$ cat src/rtl/uart_frame_rx_ctrl.sv
// Frame-level controller behind the UART byte receiver.
// Hunts SYNC, captures LEN/payload/CSUM, holds good frames.
module uart_frame_rx_ctrl #(
  parameter logic [7:0]  SYNC_BYTE = 8'hA5,
  parameter int          MAX_LEN   = 16,
  parameter int unsigned TIMEOUT   = 100000
) (
  input  logic       clk,
  input  logic       rst,
  input  logic [7:0] rx_data,
  input  logic       rx_valid,
  input  logic       frame_ack,
  input  logic [7:0] rd_addr,
  output logic [7:0] rd_data,
  output logic       frame_valid,
  output logic [7:0] frame_len,
  output logic       frame_err,
  output logic [1:0] err_code,
  output logic       busy
);

  localparam int AW =
    (MAX_LEN > 1) ? $clog2(MAX_LEN) : 1;
  localparam int DEPTH = 1 << AW;
  localparam logic [8:0] MAXL = 9'(MAX_LEN);

  localparam logic [1:0] E_OVR = 2'd0;
  localparam logic [1:0] E_LEN = 2'd1;
  localparam logic [1:0] E_SUM = 2'd2;
  localparam logic [1:0] E_TMO = 2'd3;

  typedef enum logic [2:0] {
    ST_IDLE,
    ST_LEN,
    ST_PAYLOAD,
    ST_CSUM,
    ST_HOLD
  } state_t;

  state_t      state;
  logic [7:0]  len_q;
  logic [7:0]  sum;
  logic [7:0]  idx;
  logic [31:0] gap;

  logic [7:0]  mem [DEPTH];

  logic        in_frame;
  logic        is_sync;
  logic        len_bad;
  logic        last_byte;
  logic        gap_hit;
  logic        sum_ok;
  logic        mem_we;
  logic        rd_ok;
  logic [7:0]  sum_next;

  // Decode of the current byte against the frame state.
  always_comb begin
    in_frame  = (state == ST_LEN)
             || (state == ST_PAYLOAD)
             || (state == ST_CSUM);
    is_sync   = (rx_data == SYNC_BYTE);
    len_bad   = (rx_data == 8'd0)
             || ({1'b0, rx_data} > MAXL);
    last_byte = (idx == len_q - 8'd1);
    gap_hit   = (gap == TIMEOUT);
    sum_ok    = (rx_data == sum);
    sum_next  = sum + rx_data;
    mem_we    = !rst && rx_valid
             && (state == ST_PAYLOAD);
    rd_ok     = ({1'b0, rd_addr} < MAXL);
  end

  // Frame sequencer with registered status outputs.
  always_ff @(posedge clk) begin
    if (rst) begin
      state       <= ST_IDLE;
      len_q       <= 8'd0;
      sum         <= 8'd0;
      idx         <= 8'd0;
      gap         <= 32'd0;
      frame_valid <= 1'b0;
      frame_len   <= 8'd0;
      frame_err   <= 1'b0;
      err_code    <= 2'd0;
      busy        <= 1'b0;
    end else begin
      frame_err <= 1'b0;

      if (in_frame && !rx_valid)
        gap <= gap + 32'd1;
      else
        gap <= 32'd0;

      unique case (state)
        ST_IDLE: begin
          if (rx_valid && is_sync) begin
            state <= ST_LEN;
            busy  <= 1'b1;
          end
        end

        ST_LEN: begin
          if (rx_valid) begin
            if (len_bad) begin
              state     <= ST_IDLE;
              busy      <= 1'b0;
              frame_err <= 1'b1;
              err_code  <= E_LEN;
            end else begin
              len_q <= rx_data;
              sum   <= rx_data;
              idx   <= 8'd0;
              state <= ST_PAYLOAD;
            end
          end
        end

        ST_PAYLOAD: begin
          if (rx_valid) begin
            sum <= sum_next;
            idx <= idx + 8'd1;
            if (last_byte)
              state <= ST_CSUM;
          end
        end

        ST_CSUM: begin
          if (rx_valid) begin
            busy <= 1'b0;
            if (sum_ok) begin
              frame_len   <= len_q;
              frame_valid <= 1'b1;
              state       <= ST_HOLD;
            end else begin
              state     <= ST_IDLE;
              frame_err <= 1'b1;
              err_code  <= E_SUM;
            end
          end
        end

        ST_HOLD: begin
          if (rx_valid) begin
            frame_err <= 1'b1;
            err_code  <= E_OVR;
          end
          if (frame_ack) begin
            frame_valid <= 1'b0;
            state       <= ST_IDLE;
          end
        end

        default: begin
          state <= ST_IDLE;
          busy  <= 1'b0;
        end
      endcase

      // A byte in the same cycle as the limit wins.
      if (in_frame && !rx_valid && gap_hit) begin
        state     <= ST_IDLE;
        busy      <= 1'b0;
        frame_err <= 1'b1;
        err_code  <= E_TMO;
      end
    end
  end

  // Payload buffer write; contents are never reset.
  always_ff @(posedge clk) begin
    if (mem_we)
      mem[idx[AW-1:0]] <= rx_data;
  end

  // Registered payload read, zero outside the buffer.
  always_ff @(posedge clk) begin
    if (rst)
      rd_data <= 8'd0;
    else if (rd_ok)
      rd_data <= mem[rd_addr[AW-1:0]];
    else
      rd_data <= 8'd0;
  end

endmodule

$ cat config.mk
export PLATFORM = sky130hd
export DESIGN_NAME = uart_frame_rx_ctrl
export DESIGN_NICKNAME = d
export VERILOG_FILES = /design/src/rtl/uart_frame_rx_ctrl.sv
export SDC_FILE = /design/constraint.sdc
export NUM_CORES = 1
export LEC_CHECK = 0
export CAP_MARGIN = 30
export CORE_ASPECT_RATIO = 0.5
export CORE_MARGIN = 2
export CORE_UTILIZATION = 58
export DETAILED_ROUTE_END_ITERATION = 12
export PLACE_DENSITY = 0.81
export SETUP_SLACK_MARGIN = 0.02
export SYNTH_ARGS = -nofsm -noshare
export SYNTH_HDL_FRONTEND = slang
export SYNTH_SLANG_ARGS = --single-unit
$ cat constraint.sdc
create_clock -name clk -period 3.6 [get_ports clk]
set_input_delay 0.9 -clock clk [delete_from_list [all_inputs] [get_ports clk]]
set_output_delay 0.9 -clock clk [all_outputs]
set_load 0.01 [all_outputs]
# == Word level (Yosys, flattened, before mapping) ==
# Memory sizes are Yosys's and may differ from the RTL's. A register that Yosys moved wholly into a read port is not among the register bits.
# Index checks and enable logic that the tools add are counted.
# word_totals
wordCells,111
ram_bits,128
output_inout_bits,21
register_bits,72
inputBits,20
n_memories,1
# op_classes
add_sub_neg,4
n_lt_le_gt_ge,2
eq_ne,22
muxes,42
reduce_logical,26
bitwise,4
# memory_table
memory,depth,width,read_ports,rd_clocked_by_memory_dff,wr,line,source
mem,16,8,1,1,1,46,logic [7:0] mem [DEPTH];
# op_table
operator,count
8-bit 2-to-1 mux,6
"32-bit by 1-bit adder with 32-bit output, second input constant",1
"32-bit by 17-bit == test with 1-bit output, second input constant",1
8-bit one-hot mux with 2 select lines,2
3-bit 2-to-1 mux,7
"2-bit inequality test, second input constant",9
8-bit == test,2
1-bit 2-to-1 mux,15
3-bit one-hot mux with 5 select lines,1
2-bit 2-to-1 mux,7
"3-bit by 2-bit inequality test with 1-bit output, second input constant",4
6-bit AND reduction,2
"8-bit by 1-bit adder with 8-bit output, second input constant",1
8-bit adder,1
"8-bit == test, second input constant",1
"8-bit by 5-bit greater-than comparator with 1-bit output, second input constant",1
8-bit logical NOT,1
"8-bit by 5-bit less-than comparator with 1-bit output, second input constant",1
4-bit AND reduction,2
2-bit OR reduction,4
"8-bit by 1-bit subtractor with 8-bit output, second input constant",1
"3-bit by 2-bit == test with 1-bit output, second input constant",2
2-bit one-hot mux with 3 select lines,1
3-bit AND reduction,2
other kinds (14),25

# == Logic depth before layout (Yosys ltp) ==
# logic_depth
depth_word,7
mapped_depth,8
mapped_depth_nobuf,8

# == Worst setup path before layout ==
# No wires, ideal clock.
# synth_path
path_kind,input to register
start,in rx_valid
end,"mem mem[0][0], enable pin"
arrival_time_ns,2.558
stages,5
required_ns,3.217
path_slack_ns,0.659
setup_ns,0.383
path_cell_list,clkbuf_1 -> inv_2 -> nor3_1 -> nand2_1 -> nor3_1
# synth_between
elab_chain_len,4
# synth_rtl
item,line,source
from (decl),11,"input logic rx_valid,"
1-bit logical AND,70,mem_we = !rst && rx_valid
1-bit logical AND,71,&& (state == ST_PAYLOAD);
1-bit 2-to-1 mux,173,if (mem_we)
1-bit 2-to-1 mux (not written as such),174,mem[idx[AW-1:0]] <= rx_data;
to (decl),46,
# No other way between the ends.

# == Worst setup path in the final report ==
# layout_path
start,in rx_data[1]
end,reg idx[3]
# layout_between
elab_chain_len,4
word_cells_on_any_way,5
classes_between,order compare (1); eq/ne (1); reduce/logical (3)
# layout_rtl
item,line,source
from (decl),10,"input logic [7:0] rx_data,"
8-bit by 5-bit greater-than comparator with 1-bit output or 8-bit logical NOT (tied branches),"65, 64",
1-bit logical OR (*),65,"|| ({1'b0, rx_data} > MAXL);"
2-bit inequality test (no source line) (*),--,
4-bit AND reduction (no source line) (*),--,
to (signal assigned),123,idx <= idx + 8'd1;
to (decl),43,logic [7:0] idx;
# Every way passes the cells marked *; elsewhere a longest branch is shown, timed or not.
# A chain may end at the register's enable or synchronous reset.

==> impl_summary.txt <==
----------------------------------------------------
[Status]
  Outcome ... completed

[Setup path]
  Arrival time at the worst endpoint ... 3.34 ns
  CP max FO ... 10
  Worst setup EP type ... flip-flop
  Worst reg2reg path endpoint ... idx[3]
  Worst reg-to-reg path cell count ... 6
  Required time of the critical path ... 4.02 ns
  Launching element type of the critical path ... primary input
  Crit Path Category ... in2reg
  Beginning of the worst register-to-register path ... state[0]
  R2r setup slk ... 1.24 ns

[Logic synthesis]
  Gate count after technology mapping ... 682
  Dominant cell by count in the synthesized netlist ... sky130_fd_sc_hd__edfxtp_1
  Post-synthesis async set-or-reset flop share ... 0%
  Share of the synthesized area in the top cell type ... 42.7%
  Top post-synthesis cells by count ... 128 x sky130_fd_sc_hd__edfxtp_1, 80 x sky130_fd_sc_hd__dfxtp_1, 63 x sky130_fd_sc_hd__nor2_1
  Cell taking the most area after synthesis ... sky130_fd_sc_hd__edfxtp_1
  Number of flip-flops and latches in the synthesized netlist ... 208
  Unique masters post-synth ... 63
  Synth Area per Inst ... 13.2 µm²
  Number of flops mapped to enable cells by yosys ... 128
  Mapped Area ... 0.00900 mm²
  Main synth FF type ... sky130_fd_sc_hd__edfxtp_1
  Top cells by area in the synthesized netlist ... sky130_fd_sc_hd__edfxtp_1 43%, sky130_fd_sc_hd__dfxtp_1 18%, sky130_fd_sc_hd__mux4_2 10%
  Syn_nets ... 717
  Share of the yosys chip area belonging to registers ... 60.5%
  Warnings, synthesis ... 0

[Die]
  Area enclosed by the die boundary ... 0.0166 mm²
  Number of placed I/O pins ... 41
  Horiz. Die Dim ... 180 µm
  Die extent in y ... 92.1 µm
  Standard-cell rows ... 32
  Initial Util ... 58.9%
  Core region area ... 0.0153 mm²

[Cells and area]
  Filler cell count ... 1031
  Layout net count ... 785
  N_diodes ... 0
  Utilization of the core after routing ... 67.9%
  Final cell count without fillers ... 966
  Area growth from synthesis to layout ... 15.3%
  Fraction of layout cells with a size suffix above 1 ... 14.7%

[Drt]
  Uppermost routed layer ... met4
  First drt pass iteration count ... 5
  Metal1 wirelength ... 8850 µm
  Detail-routed via count per cell ... 6.19
  Routed length on met2 ... 10100 µm
  Routed via count ... 5976
  # DRC ... 0
  Post-detailed-route count of antenna-violating nets ... 0
  Starting DRC count in detailed routing ... 658
  Final wirelength ... 20800 µm
  Length of routed met3 wiring ... 1500 µm
  Wire length per cell ... 21.6 µm

[Power]
  Worst vdd rail ir drop ... 0.000290 V
  Power Density ... 438 mW/mm²
  Total design power ... 0.00455 W
  Leakage power total ... 3.44 nW

[Timing]
  Pins Over Slew Limit ... 0
  Final critical-path setup slack ... 0.686 ns
  Pin slew with the least headroom to its limit ... 0.639 ns
  Maximum clock rate ... 0.343 GHz
  Final TNS setup ... 0 ns
  Hold Vio Cnt, Final ... 0
  Final Setup Violations ... 0
  Unrepaired setup endpoints after global routing ... false
  Final cycle utilization of the critical path ... 80.9%
  Max-slew headroom at the worst pin ... 57.1%
  Clk_skew ... 0.0110 ns
  Post-layout minimum cycle time ... 2.91 ns

[Placement]
  Worst setup timing slack at the placement stage ... 0.267 ns
  Cell total after placement ... 934
  Placer's final routability congestion estimate ... 0.894
  Quantity of I/O buffers inserted on ports ... 40
  Post-detail-place hpwl ... 13500 µm

[Clock tree]
  Hold buffer count at cts ... 0
  Maximum level of the CTS H-tree ... 1
  Clock Tree Buf Depth ... 3
  Sinks on Clock Net ... 208
  Post-CTS Setup Bufs ... 0
  Post-cts sizing count ... 0
  CTS Buf Count ... 18
  Clock network latency to the later pin of the worst-skew pair ... 0.49 ns
  TritonCTS clock tree ... built
  Clock-pin slew on the worst setup and hold paths ... 0.07 ns
  Buffer cell driving the clock tree root ... sky130_fd_sc_hd__clkbuf_16

[Global routing]
  Global Route Usage Sum ... 26.1%
  Initial antenna violation count ... 0
  Leftover overflow at the end of global routing ... 0
  Vias in the first global route ... 5980
  Maximum number of pins on one net before global-route repair ... 33
  Wire length of the first global-routing pass ... 33600 µm

[Hold path]
  Worst Hold Path EP ... frame_len[6]
  Worst hold path depth ... 2
  Worst hold path startpoint ... frame_len[6]
  Class of the tightest hold or removal check ... reg2reg

[Run]
  Count of maximum capacitance violations ... 0

----------------------------------------------------
-- cell type report --
class | instances | area (µm²) | share of cell area (%)
clock inverter | 6 | 51.3 | 0.494
inverter | 23 | 86.3 | 0.831
clock buffer | 26 | 490 | 4.72
timing repair buffer | 79 | 713 | 6.87
tap | 204 | 255 | 2.46
multi-input combinational | 420 | 3340 | 32.2
sequential | 208 | 5450 | 52.4
-- per-stage QoR --
stage          cell area [µm²]  hold slack [ns]
6_report                 10400            0.456
3_5_place_dp              9840            0.446
5_1_grt                  10400            0.478
3_3_place_gp              9830            0.444
4_1_cts                  10400            0.456
2_1_floorplan             9000            0.441
-- sequential cells by signal, indices dropped and copies added, names as in the netlist, 2 cells and up --
signal / count
gap: 32
idx: 8
sum: 8
len_q: 8
state: 3
frame_len: 8
err_code: 2
rd_data: 8
mem: 128
-- worst max-delay path, cell delays in order --
cell,delay [ns]
sky130_fd_sc_hd__clkdlybuf4s50_1,0.65
sky130_fd_sc_hd__nor4_1,0.42
sky130_fd_sc_hd__xnor2_1,0.32
sky130_fd_sc_hd__a21oi_1,0.23
sky130_fd_sc_hd__buf_4,0.21
sky130_fd_sc_hd__or4_1,0.46
sky130_fd_sc_hd__a21oi_1,0.14
-- report_power, final --
group / leakage [nW] / switching [W] / internal [W]
Clock: 0.261 / 0.000863 / 0.000966
Combinational: 1.38 / 0.000104 / 0.0000905
Sequential: 1.79 / 0.000000262 / 0.00252
-- kinds of logic after synthesis --
family | share of synthesized area (%)
multiplexers | 10.8
buffers and inverters | 2.42
adder cells (fa/ha/maj) | 2.17
AO/OA/AOI/OAI | 6.78
flip-flops | 60.5
XOR/XNOR | 4.09
AND/OR/NAND/NOR | 13.3
-- worst max path at each step --
stage           endpoint       start
6_report          idx[3]  rx_data[1]
5_1_grt           sum[6]  rx_data[1]
4_1_cts           idx[3]  rx_data[1]
3_5_place_dp      idx[3]  rx_data[1]
3_3_place_gp      idx[3]  rx_data[1]
2_1_floorplan  mem[0][0]    rx_valid
-- per-layer routing --
| metal | up-vias | GRT usage (%) |
|---|---|---|
| li1 | 2741 | - |
| met1 | 2941 | 36.0 |
| met2 | 256 | 43.9 |
| met3 | 38 | 4.45 |
| met4 | 0 | 5.91 |
| met5 | - | 0 |
-- cell usage in the layout (no fill, tap or decap), types with 7 or more instances in the layout --
| master | netlist | routed |
|---|---|---|
| sky130_fd_sc_hd__nand3_1 | 26 | 26 |
| sky130_fd_sc_hd__nand2_1 | 40 | 40 |
| sky130_fd_sc_hd__dfxtp_1 | 80 | 80 |
| sky130_fd_sc_hd__nand4_1 | 18 | 18 |
| sky130_fd_sc_hd__ha_1 | 14 | 14 |
| sky130_fd_sc_hd__xnor2_1 | 13 | 13 |
| sky130_fd_sc_hd__and3_1 | 7 | 7 |
| sky130_fd_sc_hd__inv_1 | 22 | 22 |
| sky130_fd_sc_hd__nor2_1 | 63 | 63 |
| sky130_fd_sc_hd__clkdlybuf4s50_1 | 0 | 39 |
| sky130_fd_sc_hd__clkbuf_1 | 22 | 7 |
| sky130_fd_sc_hd__mux4_2 | 40 | 40 |
| sky130_fd_sc_hd__xor2_1 | 29 | 29 |
| sky130_fd_sc_hd__nor2b_1 | 9 | 9 |
| sky130_fd_sc_hd__a21oi_1 | 30 | 30 |
| sky130_fd_sc_hd__buf_4 | 0 | 35 |
| sky130_fd_sc_hd__nor3_1 | 17 | 17 |
| sky130_fd_sc_hd__clkbuf_16 | 0 | 18 |
| sky130_fd_sc_hd__edfxtp_1 | 128 | 128 |
| sky130_fd_sc_hd__o21ai_0 | 8 | 8 |
| sky130_fd_sc_hd__nor4_1 | 10 | 10 |
| sky130_fd_sc_hd__mux2i_1 | 7 | 7 |
Power figures use the tool's default switching activity.
